`config.mk`:
```
export PLATFORM = sky130hd
export DESIGN_NAME = uart_rx
export DESIGN_NICKNAME = d
export VERILOG_FILES = /design/src/rtl/uart_rx.sv
export SDC_FILE = /design/constraint.sdc
export NUM_CORES = 1
export LEC_CHECK = 0
export ABC_AREA = 1
export CAP_MARGIN = 25
export CORE_MARGIN = 4
export CORE_UTILIZATION = 55
export CTS_BUF_LIST = sky130_fd_sc_hd__clkbuf_8 sky130_fd_sc_hd__clkbuf_16
export DETAILED_ROUTE_END_ITERATION = 10
export GPL_ROUTABILITY_DRIVEN = 0
export PLACE_DENSITY = 0.75
export SLEW_MARGIN = 20
export SYNTH_ARGS = -nofsm -noshare
export SYNTH_HDL_FRONTEND = slang
export SYNTH_SLANG_ARGS = --single-unit
```
`constraint.sdc`:
```
create_clock -name clk_i -period 2 [get_ports clk_i]
set_input_delay 0.2 -clock clk_i [delete_from_list [all_inputs] [get_ports clk_i]]
set_output_delay 0.2 -clock clk_i [all_outputs]
set_load 0.01 [all_outputs]
```
`src/rtl/uart_rx.sv`:
```
// 8N1 UART receiver with a single-entry valid/ready holding register.
// Define UART_RX_PARITY_EN to receive 8E1 frames with an even-parity check.
module uart_rx #(
  parameter int unsigned ClksPerBit = 104
) (
  input  logic       clk_i,
  input  logic       rst_ni,
  input  logic       rx_i,
  output logic [7:0] data_o,
  output logic       valid_o,
  input  logic       ready_i,
  output logic       frame_err_o,
  output logic       overrun_o,
  output logic       parity_err_o
);

  localparam int unsigned HalfBit = ClksPerBit / 2;
  localparam int unsigned CntW    = $clog2(ClksPerBit);
  localparam logic [CntW-1:0] CntHalf = CntW'(HalfBit - 1);
  localparam logic [CntW-1:0] CntLast = CntW'(ClksPerBit - 1);

  typedef enum logic [2:0] {
    IDLE   = 3'd0,
    START  = 3'd1,
    DATA   = 3'd2,
    PARITY = 3'd3,
    STOP   = 3'd4
  } state_e;

  logic            rx_meta_q, rx_meta_d;
  logic            rx_s_q, rx_s_d;
  logic            rx_q, rx_d;
  logic [1:0]      sync_vld_q, sync_vld_d;
  logic            armed_q, armed_d;
  state_e          state_q, state_d;
  logic [CntW-1:0] cnt_q, cnt_d;
  logic [2:0]      bit_idx_q, bit_idx_d;
  logic [7:0]      shreg_q, shreg_d;
  logic [7:0]      data_q, data_d;
  logic            valid_q, valid_d;
  logic            frame_err_q, frame_err_d;
  logic            overrun_q, overrun_d;
  logic            done;
  logic            par_bad;

`ifdef UART_RX_PARITY_EN
  logic            par_bad_q, par_bad_d;
  logic            parity_err_q, parity_err_d;
  assign par_bad      = par_bad_q;
  assign parity_err_o = parity_err_q;
`else
  assign par_bad      = 1'b0;
  assign parity_err_o = 1'b0;
`endif

  always_comb begin
    rx_meta_d   = rx_i;
    rx_s_d      = rx_meta_q;
    rx_d        = rx_s_q;
    sync_vld_d  = {sync_vld_q[0], 1'b1};
    // After reset the line must be seen high through a flushed synchronizer
    // before a falling edge may start a frame.
    armed_d     = armed_q | (sync_vld_q[1] & rx_s_q);
    state_d     = state_q;
    cnt_d       = cnt_q;
    bit_idx_d   = bit_idx_q;
    shreg_d     = shreg_q;
    data_d      = data_q;
    valid_d     = valid_q;
    frame_err_d = 1'b0;
    overrun_d   = 1'b0;
    done        = 1'b0;
`ifdef UART_RX_PARITY_EN
    par_bad_d    = par_bad_q;
    parity_err_d = 1'b0;
`endif

    case (state_q)
      IDLE: begin
        if (armed_q && rx_q && !rx_s_q) begin
          state_d = START;
          cnt_d   = '0;
        end
      end
      START: begin
        if (cnt_q == CntHalf) begin
          cnt_d = '0;
          if (rx_s_q) begin
            state_d = IDLE;
          end else begin
            state_d   = DATA;
            bit_idx_d = 3'd0;
          end
        end else begin
          cnt_d = cnt_q + CntW'(1);
        end
      end
      DATA: begin
        if (cnt_q == CntLast) begin
          cnt_d              = '0;
          shreg_d[bit_idx_q] = rx_s_q;
          bit_idx_d          = bit_idx_q + 3'd1;
          if (bit_idx_q == 3'd7) begin
`ifdef UART_RX_PARITY_EN
            state_d = PARITY;
`else
            state_d = STOP;
`endif
          end
        end else begin
          cnt_d = cnt_q + CntW'(1);
        end
      end
`ifdef UART_RX_PARITY_EN
      PARITY: begin
        if (cnt_q == CntLast) begin
          cnt_d     = '0;
          par_bad_d = (^shreg_q) ^ rx_s_q;
          state_d   = STOP;
        end else begin
          cnt_d = cnt_q + CntW'(1);
        end
      end
`endif
      STOP: begin
        if (cnt_q == CntLast) begin
          cnt_d       = '0;
          state_d     = IDLE;
          frame_err_d = ~rx_s_q;
          done        = rx_s_q & ~par_bad;
`ifdef UART_RX_PARITY_EN
          parity_err_d = par_bad_q;
`endif
        end else begin
          cnt_d = cnt_q + CntW'(1);
        end
      end
      default: begin
        state_d = IDLE;
        cnt_d   = '0;
      end
    endcase

    // A same-cycle handshake frees the slot for the byte completing now.
    if (valid_q && ready_i) begin
      valid_d = 1'b0;
    end
    if (done) begin
      if (valid_q && !ready_i) begin
        overrun_d = 1'b1;
      end else begin
        data_d  = shreg_q;
        valid_d = 1'b1;
      end
    end
  end

  always_ff @(posedge clk_i) begin
    if (!rst_ni) begin
      rx_meta_q   <= 1'b1;
      rx_s_q      <= 1'b1;
      rx_q        <= 1'b1;
      sync_vld_q  <= 2'b00;
      armed_q     <= 1'b0;
      state_q     <= IDLE;
      cnt_q       <= '0;
      bit_idx_q   <= 3'd0;
      shreg_q     <= 8'h00;
      data_q      <= 8'h00;
      valid_q     <= 1'b0;
      frame_err_q <= 1'b0;
      overrun_q   <= 1'b0;
`ifdef UART_RX_PARITY_EN
      par_bad_q    <= 1'b0;
      parity_err_q <= 1'b0;
`endif
    end else begin
      rx_meta_q   <= rx_meta_d;
      rx_s_q      <= rx_s_d;
      rx_q        <= rx_d;
      sync_vld_q  <= sync_vld_d;
      armed_q     <= armed_d;
      state_q     <= state_d;
      cnt_q       <= cnt_d;
      bit_idx_q   <= bit_idx_d;
      shreg_q     <= shreg_d;
      data_q      <= data_d;
      valid_q     <= valid_d;
      frame_err_q <= frame_err_d;
      overrun_q   <= overrun_d;
`ifdef UART_RX_PARITY_EN
      par_bad_q    <= par_bad_d;
      parity_err_q <= parity_err_d;
`endif
    end
  end

  assign data_o      = data_q;
  assign valid_o     = valid_q;
  assign frame_err_o = frame_err_q;
  assign overrun_o   = overrun_q;

endmodule

```
==> out/results.ini, run 1 <==
[clock_tree]
cts_tree = built
clk_path_buf_depth = 2
cts_sinks = 38
h-tree-depth = 2
cts_hold_buf = 0
cts_setup_buffers = 0
cts_resized = 0
numCtsBuffers = 5
clk_latency_ps = 290
cts-root-buf = clkbuf_8
clk_pin_slew_ps = 70

[final_layout]
fin_cells = 287
drive_gt1_share_pct = 9.38
nFillCells = 270
final_util_pct = 69.3
antenna_cells = 0
nNetsFinal = 262
syn_to_final_growth_pct = 17.0

[global_routing]
grt_overflow = 0
grt_pass1_wl_um = 6130
track_usage_pct = 19.3
antenna_found_initial = 0
grt_pass1_vias = 1329
grt_start_max_net_pins = 21

[floorplan]
fp-row-count = 19
start_util_pct = 59.2
ios = 16
dieWidth_um = 63.4
die-area_sq_um = 4020
die_h_um = 63.4
core_area_sq_um = 2850

[flow_run]
max_cap_viol_count = 0

[yosys]
synthArstFlopShare_pct = 0
syn-cell-area_sq_um = 1690
yosysTopAreaCellShare_pct = 45.0
yosys_register_bits = 38
synth_edf_count = 0
ys_top_cells_by_count = 56 x nand2_1, 38 x dfxtp_1, 31 x nand3_1
seq_area_frac_synth_pct = 45.0
synth_nets = 244
ys_warn_count = 0
synth.area.top_cells = dfxtp_1 45%, nand2_1 12%, nand3_1 9.2%
synthFlopType = dfxtp_1
syn_inst = 237
synth.largest_area_cell = dfxtp_1
synth_most_common_cell = nand2_1
synth.distinct_cells = 24
synth_area_per_cell_sq_um = 7.13

[setup_path]
cp_max_fo = 9
crit-reg2reg-launch = cnt_q[0]$_SDFFE_PN0P_
endpoint = data_o[6]$_SDFFE_PN0P_
endpoint_kind = flip-flop
r2r_cells = 8
path_cells = ha_1, nand2_2, nor2_4, nand2_2, nor3_4, nand2_2, nand2_1, a21oi_1
path_common_cell = nand2_2
arrival_ps = 1860
crit_type = flip-flop to flip-flop
r2r_slack_ps = 310
cp-start-kind = flip-flop
crit_slowest_cell = dfxtp_1
timing.rr.end = data_o[6]$_SDFFE_PN0P_
worstPathRequired_ps = 2170
worstSetupStartpoint = cnt_q[0]$_SDFFE_PN0P_
slowest_delay_ps = 360

[sta]
setup_tns_ps = 0
fin_crit_ps = 1690
fin_skew_ps = 4.69
slew_viol_final = 0
hold_viol_final = 0
max_freq_ghz = 0.592
fin_crit_sh_pct = 84.5
setup_ws_ps = 310
grt_setup_unrepaired = no
setup-violations-final = 0

[placed_design]
dpl.cell_count = 279
hpwlAfterDp_um = 2490
io_buffers = 14
dp_slack_ps = 315

[min_path]
min_from = rx_meta_q$_SDFF_PN1_
min_path_type = flip-flop to flip-flop

[routing]
first_pass_iters = 4
drc = 0
avgRoutedWirePerCell_um = 11.6
final_antenna_net_count = 0
vias = 1489
initialDrtViolationCount = 140
via_per_inst = 5.19
wl_um = 3340

[pwr]
total_power_uw = 1770
cellPowerDensity_nw_per_um2 = 895
peakVddDrop_v = 0.000665
leakagePower_uw = 0.000807

[outcome]
status = finished, final reports clean

-- placed cells by master, fill, tap and decap left out, drive strengths merged --
master	netlist	layout
nand2	59	59
dfxtp	38	38
nand3	31	31
inv	28	30
a21oi	24	24
nor2	21	21
clkdlybuf4s50	0	14
nand4	10	10
clkbuf	5	5
buf	3	5
nor3	4	4
o21ai	3	3
or2	3	3
ha	3	3
clkinv	1	1
a31oi	1	1
o21bai	1	1
a21boi	1	1
conb	1	1
bufinv	0	1
-- area by class of cell --
class / instances / area [sq um] / share of cell area, %
clock buffer: 5 / 68.8 / 3.48
clock inverter: 3 / 37.5 / 1.90
inverter: 29 / 109 / 5.51
multi-input combinational: 162 / 783 / 39.6
sequential: 38 / 761 / 38.5
tap: 31 / 38.8 / 1.96
timing repair buffer: 19 / 178 / 8.99
-- worst min-delay path by stage --
| stage | end | slack, ps | cells after the start |
|---|---|---|---|
| floorplan | sync_vld_q[0]$_DFF_P_ | 230 | 0 |
| global placement | rx_d$_SDFF_PN1_ | 400 | 1 |
| detailed placement | rx_d$_SDFF_PN1_ | 400 | 1 |
| CTS | rx_d$_SDFF_PN1_ | 410 | 1 |
| global route | rx_d$_SDFF_PN1_ | 430 | 1 |
| finish | rx_d$_SDFF_PN1_ | 410 | 1 |
-- state kept, by name (all words and copies together), names as in the netlist --
name	count
cnt_q	7
sync_vld_q	2
rx_d	1
rx_meta_q	1
overrun_o	1
armed_q	1
shreg_q	8
state_q	3
bit_idx_q	3
data_o	8
frame_err_o	1
rx_q	1
valid_o	1
-- power by group --
part | switching [uW] | leakage, uW | internal, uW | total, uW
Clock | 251 | 0.0000607 | 363 | 614
Combinational | 228 | 0.000439 | 108 | 335
Sequential | 27.4 | 0.000308 | 792 | 819
Total | 506 | 0.000807 | 1260 | 1770
-- per-layer routing --
layer	part of all wire [%]	wire, um	track usage [%]	vias to the layer above
li1	-	-	-	805
met1	51	1700	25.7	650
met2	43	1420	29.1	27
met3	4.7	158	6.75	7
met4	1.9	65	6.47	0
met5	0	0	0	-
-- cells by family (layout without fill, tap and decap cells) --
kind of cell	Yosys count	count (layout)	share of synthesized area, %
buffers and inverters	37	56	8.59
adders and majority gates	3	3	2.22
and+or+nand+nor	128	128	34.7
other	1	1	0.222
AOI/OAI and AO/OA	30	30	9.26
DFF	38	38	45.0
-- worst max-delay path, delay by kind of cell (launching register included) --
kind	cells	cell delay, ps
AOI/OAI and AO/OA	1	60
adders and majority gates	1	220
DFF	1	360
and+or+nand+nor	6	940
-- metrics by stage --
| step | hold WS [ps] | instance area [sq um] |
|---|---|---|
| floorplan | 228 | 1690 |
| global placement | 399 | 1870 |
| detailed placement | 396 | 1870 |
| CTS | 412 | 1980 |
| global route | 433 | 1980 |
| finish | 411 | 1980 |
No activity file was read; power rests on OpenSTA's default activity.
==> inputs of run 2 (changes only) <==
CORE_UTILIZATION = 50   (was 55)
PLACE_DENSITY = 0.72   (was 0.75)
clock period = 1.5 ns   (was 2 ns; I/O delays follow)
==> run 2 against run 1 <==
Compared with the run above:
- sequential power is 34% higher
- clock skew is 2.4 ps higher
- core utilization rose by 2.7 points
- routed wire length increased by 11%
- final area grew 15%
- setup slack got worse by 310 ps
- clock-buffer cell count is the same
- largest power group unchanged
- global-route usage decreased by 0.65 points
- register-to-register slack got worse by 310 ps
==> out/results.ini, run 2 (synthesis results as in run 1) <==
[placed_design]
io_buffers = 14  ; unchanged
hpwlAfterDp_um = 2450  ; -1.4%
dp_slack_ps = 5.66  ; -309 ps
dpl.cell_count = 301  ; +7.9%

[setup_path]
slowest_delay_ps = 370  ; about the same
arrival_ps = 1690  ; -170 ps
worstPathRequired_ps = 1690  ; -480 ps
path_cells = ha_4, nand2_4, nor2_4, nand2_4, nor3_4, buf_6, nand2_8, nand2_2, a21oi_2
path_common_cell = nand2_4
endpoint_kind = flip-flop
cp.buffers_inverters = 1  ; +1
cp_top_family = simple AND/OR/NAND/NOR gates
crit_slowest_cell = dfxtp_2
crit_type = flip-flop to flip-flop
cp-start-kind = flip-flop
cp_max_fo = 8  ; -1

[final_layout]
syn_to_final_growth_pct = 34.3
final_util_pct = 71.9  ; +2.7 points
fin_cells = 312  ; +8.7%
mostFrequentLayoutCells = 46 x nand2_1, 36 x dfxtp_1, 26 x nand3_1
antenna_cells = 0  ; unchanged
final_common_cell = nand2_1
drive_gt1_share_pct = 25.4  ; +16 points
nFillCells = 270  ; unchanged
nNetsFinal = 274  ; +4.6%

[pwr]
p_sw_share_pct = 30.4  ; +1.8 points
peakVddDrop_v = 0.000867  ; +30%
clkPwrFrac_pct = 34.5  ; -0.2 points
cellPowerDensity_nw_per_um2 = 1110  ; +24%
power_switching_uw = 766  ; +51%
comb_power_share_pct = 21.8  ; +2.8 points
seqPwrFrac_pct = 43.7  ; -2.6 points
leakagePower_uw = 0.000889  ; +10%
p_int_uw = 1750  ; +39%

[sta]
hold_viol_final = 0  ; unchanged
max_freq_ghz = 0.668  ; +13%
fin_skew_ps = 7.05  ; +2.36 ps
whs_ps = 413  ; +2.62 ps
setup_ws_ps = 3.35  ; -307 ps
fin_crit_sh_pct = 99.8  ; +15 points
setup-violations-final = 0  ; unchanged
slew_viol_final = 0  ; unchanged
grt_setup_unrepaired = yes
fin_crit_ps = 1500  ; -193 ps

[clock_tree]
h-tree-depth = 2  ; unchanged
clk_latency_ps = 290  ; about the same
cts_tree = built
clk_pin_slew_ps = 80  ; about the same
clk_path_buf_depth = 2  ; unchanged
numCtsBuffers = 5  ; unchanged
cts_hold_buf = 0  ; unchanged
cts_sinks = 38  ; unchanged
cts-root-buf = clkbuf_8

[global_routing]
track_usage_pct = 18.7  ; -0.65 points
grt_start_max_net_pins = 20  ; -4.8%
grt_overflow = 0  ; unchanged
grt_pass1_vias = 1408  ; +5.9%
antenna_found_initial = 0  ; unchanged
grt_pass1_wl_um = 6200  ; +1.2%

[routing]
via_per_inst = 5.13  ; -1.2%
initialDrtViolationCount = 93  ; -34%
first_pass_iters = 4  ; unchanged
vias = 1599  ; +7.4%
avgRoutedWirePerCell_um = 11.8  ; +1.8%
drc = 0  ; unchanged
wl_um = 3700  ; +11%
final_antenna_net_count = 0  ; unchanged

[flow_run]
max_cap_viol_count = 0  ; unchanged

[outcome]
status = finished, final reports clean

[min_path]
min_path_type = input pin to flip-flop

[floorplan]
core_area_sq_um = 3150  ; +11%
fp-row-count = 20  ; +1
die_h_um = 66.1  ; +4.3%
ios = 16  ; unchanged
dieWidth_um = 66.1  ; +4.3%
die-area_sq_um = 4370  ; +8.7%
start_util_pct = 53.6  ; -5.6 points

==> run 2: stage by stage <==
step,TNS (ps),instance area [sq um],total power (uW)
3_5_place_dp,0,1990,1620
6_report,0,2270,2520
3_3_place_gp,0,1990,1610
4_1_cts,0,2100,2490
2_1_floorplan,0,1710,1480
5_1_grt,-971,2270,2680
==> run 2: path summary, 6_finish.rpt <==
path | start | to | slack, ps | depth (start not counted)
min reg2reg | sync_vld_q[0]$_DFF_P_ | sync_vld_q[1]$_SDFF_PN0_ | 420 | 2
max | cnt_q[1]$_SDFFE_PN0P_ | data_o[1]$_SDFFE_PN0P_ | 3 | 9
min | rx_i | rx_meta_q$_SDFF_PN1_ | 410 | 2
max reg2reg | cnt_q[1]$_SDFFE_PN0P_ | data_o[1]$_SDFFE_PN0P_ | 3 | 9
==> run 2: power by group through the flow <==
stage | clock [uW] | sequential [uW] | combinational (uW)
after global routing | 946 | 1110 | 627
after floorplan | 0 | 1120 | 359
final | 871 | 1100 | 549
after detailed placement | 0 | 1130 | 493
after CTS | 889 | 1100 | 495
after global placement | 0 | 1120 | 492
==> run 2: cell type report <==
type	instances	area, sq um	share of cell area (%)
well taps	44	55.1	2.43
multi-input cells	162	940	41.4
repair buffers	31	288	12.7
clock inverters	3	45.0	1.99
inverters	29	109	4.80
clock buffers	5	68.8	3.03
flip-flops and latches	38	763	33.6
==> run 2: per-layer routing <==
metal  global-route usage [%]  routed length (um)  up-vias
met5                        0                   0        -
met1                     25.8                1820      733
li1                         -                   -      833
met4                     8.63                  62        0
met2                     26.4                1670       28
met3                     5.61                 149        5
==> run 2: worst register-to-register path: cells and delay by family (launching register included) <==
| family | cells | cell delay (ps) |
|---|---|---|
| adders and majority gates | 1 | 160 |
| buffers and inverters | 1 | 150 |
| and+or+nand+nor | 6 | 680 |
| AOI/OAI and AO/OA | 1 | 50 |
| DFF | 1 | 370 |
==> run 2: timing repair <==
action / in CTS / in global routing
buffers inserted: 0 / 3
gates resized for setup: 0 / 38
setup endpoints to repair: 6 / 27
pin swaps: 1 / 10
==> edit: new RTL, config.mk and constraints of run 2 <==
Set the parameter `ClksPerBit` to 208 (it was 104).
--- a/src/rtl/uart_rx.sv
+++ b/src/rtl/uart_rx.sv
@@ -3,3 +3,3 @@
 module uart_rx #(
-  parameter int unsigned ClksPerBit = 104
+  parameter int unsigned ClksPerBit = 208
 ) (
Formal check against the unedited RTL: same outputs for any inputs over 10 cycles, from zero or initial values and one cycle with rst_ni low; that may be too few to reach the edited logic, so the function may still have changed.
==> edit against run 2 <==
  * Area after synthesis grew 10%
  * Non-clock buffer count shrank 6
  * Worst setup slack gained 0.013 ns
  * Count of clock-buffer cells in the layout is the same
  * Global-route usage shrank 2.5 points
  * Die area grew 9.0%
  * Hold slack gained 0.0036 ns
  * Final cell count grew 6.4%
  * Final area grew 3.4%
  * Sequential cell count grew 1
  * Power grew 7.5%
  * Routed wire length grew 4.5%
==> edit: results (changes against run 2) <==
| Metric | Value |
|---|---|
| Hold path cells | `1 (was 2)` |
| CTS Buf Count | `5 (unchanged)` |
| WHS Endpoint | `rx_d$_SDFF_PN1_ (was rx_meta_q$_SDFF_PN1_)` |
| Crit path time final | `1.48 ns (was 1.50 ns)` |
| Vias per cell | `4.96 (was 5.13)` |
| First-pass GRT wire length | `6390 um (was 6200 um)` |
| Reg area | `787 um^2 (was 763 um^2)` |
| Area grow syn2layout | `25.9% (was 34.3%)` |
| Cells after Synth | `258 (was 237)` |
| Via count | `1648 (was 1599)` |
| DP HPWL | `2680 um (was 2450 um)` |
| GR Util met2 | `23.9% (was 26.4%)` |
| Placed Instances | `319 (was 301)` |
| Non-clock buffers | `25 (was 31)` |
| Dpl ws | `0.0140 ns (was 0.00566 ns)` |
| Register area share after synthesis | `41.9% (was 45.0%)` |
| Met3 Wirelength | `110 um (was 149 um)` |
| Grt met1 use | `23.5% (was 25.8%)` |
| CP max FO | `5 (was 8)` |
| GR Util All Layers | `16.2% (was 18.7%)` |
| Layout cells sized above 1 | `21.7% (was 25.4%)` |
| M3 GR Usage | `3.49% (was 5.61%)` |
| Termination of the worst setup path | `shreg_q[0]$_SDFFE_PN0P_ (was data_o[1]$_SDFFE_PN0P_)` |
| Worst VDD drop | `0.659 mV (was 0.867 mV)` |
| H-tree depth | `2 (unchanged)` |
| Met2 wire length | `1770 um (was 1670 um)` |
| Non-clk buf share | `10.0% (was 12.7%)` |
| Inverters | `36 (was 29)` |
| Pin count of the biggest net entering global routing | `27 (was 20)` |
| Filler instances | `318 (was 270)` |
| Pwr per Cell Area | `1150 nW/um^2 (was 1110 nW/um^2)` |
| Post-Place Cell Area | `2100 um^2 (was 1990 um^2)` |
| Initial DRC count | `92 (was 93)` |
| Met1 WL | `1950 um (was 1820 um)` |
| Vias in the first global route | `1409 (was 1408)` |
| Status | `finished, final reports clean (unchanged)` |
| Hold_sp | `rx_meta_q$_SDFF_PN1_ (was rx_i)` |
| Post-Route WL | `3870 um (was 3700 um)` |
| Syn Nets | `265 (was 244)` |
| Synth top area cells | `dfxtp_1 42%, nand2_1 11%, nor2_1 7.9% (was dfxtp_1 45%, nand2_1 12%, nand3_1 9.2%)` |
| FF+latch count | `39 (was 38)` |
| NumNets Final | `292 (was 274)` |
| Clk tree area frac | `5.82% (was 5.02%)` |
| Synth cell count leaders | `53 x nand2_1, 39 x dfxtp_1, 39 x nor2_1 (was 56 x nand2_1, 38 x dfxtp_1, 31 x nand3_1)` |
| Fraction of area in multi-input gates | `42.4% (was 41.4%)` |
==> edit: cell types whose count changed after synthesis, moves of 3 or more <==
cell,run 2,this run
nand3_1,31,14
a21oi_1,24,10
inv_2,7,4
o21bai_1,1,8
o21ai_0,0,4
nand4_1,10,5
nor2_2,1,10
nor2_1,19,39
inv_1,21,31
or2_1,3,0
nand2_1,56,53
o21ai_1,3,12
==> edit: timing repair <==
item	4_1_cts	5_1_grt
gates resized for setup	3	18
endpoints found under the setup margin	2	29
gates cloned	1	0
pin swaps	2	13
buffers inserted	0	4
hold endpoints to repair	0	0
==> edit: cell families after synthesis <==
group | share of synthesized area [%]
and+or+nand+nor | 35.6
adders and majority gates | 2.02
AOI/OAI and AO/OA | 10.6
other | 0.201
DFF | 41.9
buffers and inverters | 8.74
xor gates and xnor gates | 0.941
==> edit: report_power, final <==
part	total, mW	internal [mW]	switching (mW)
clock network	1.03	0.663	0.370
registers	1.13	1.09	0.0442
logic	0.543	0.188	0.355
total	2.71	1.94	0.770
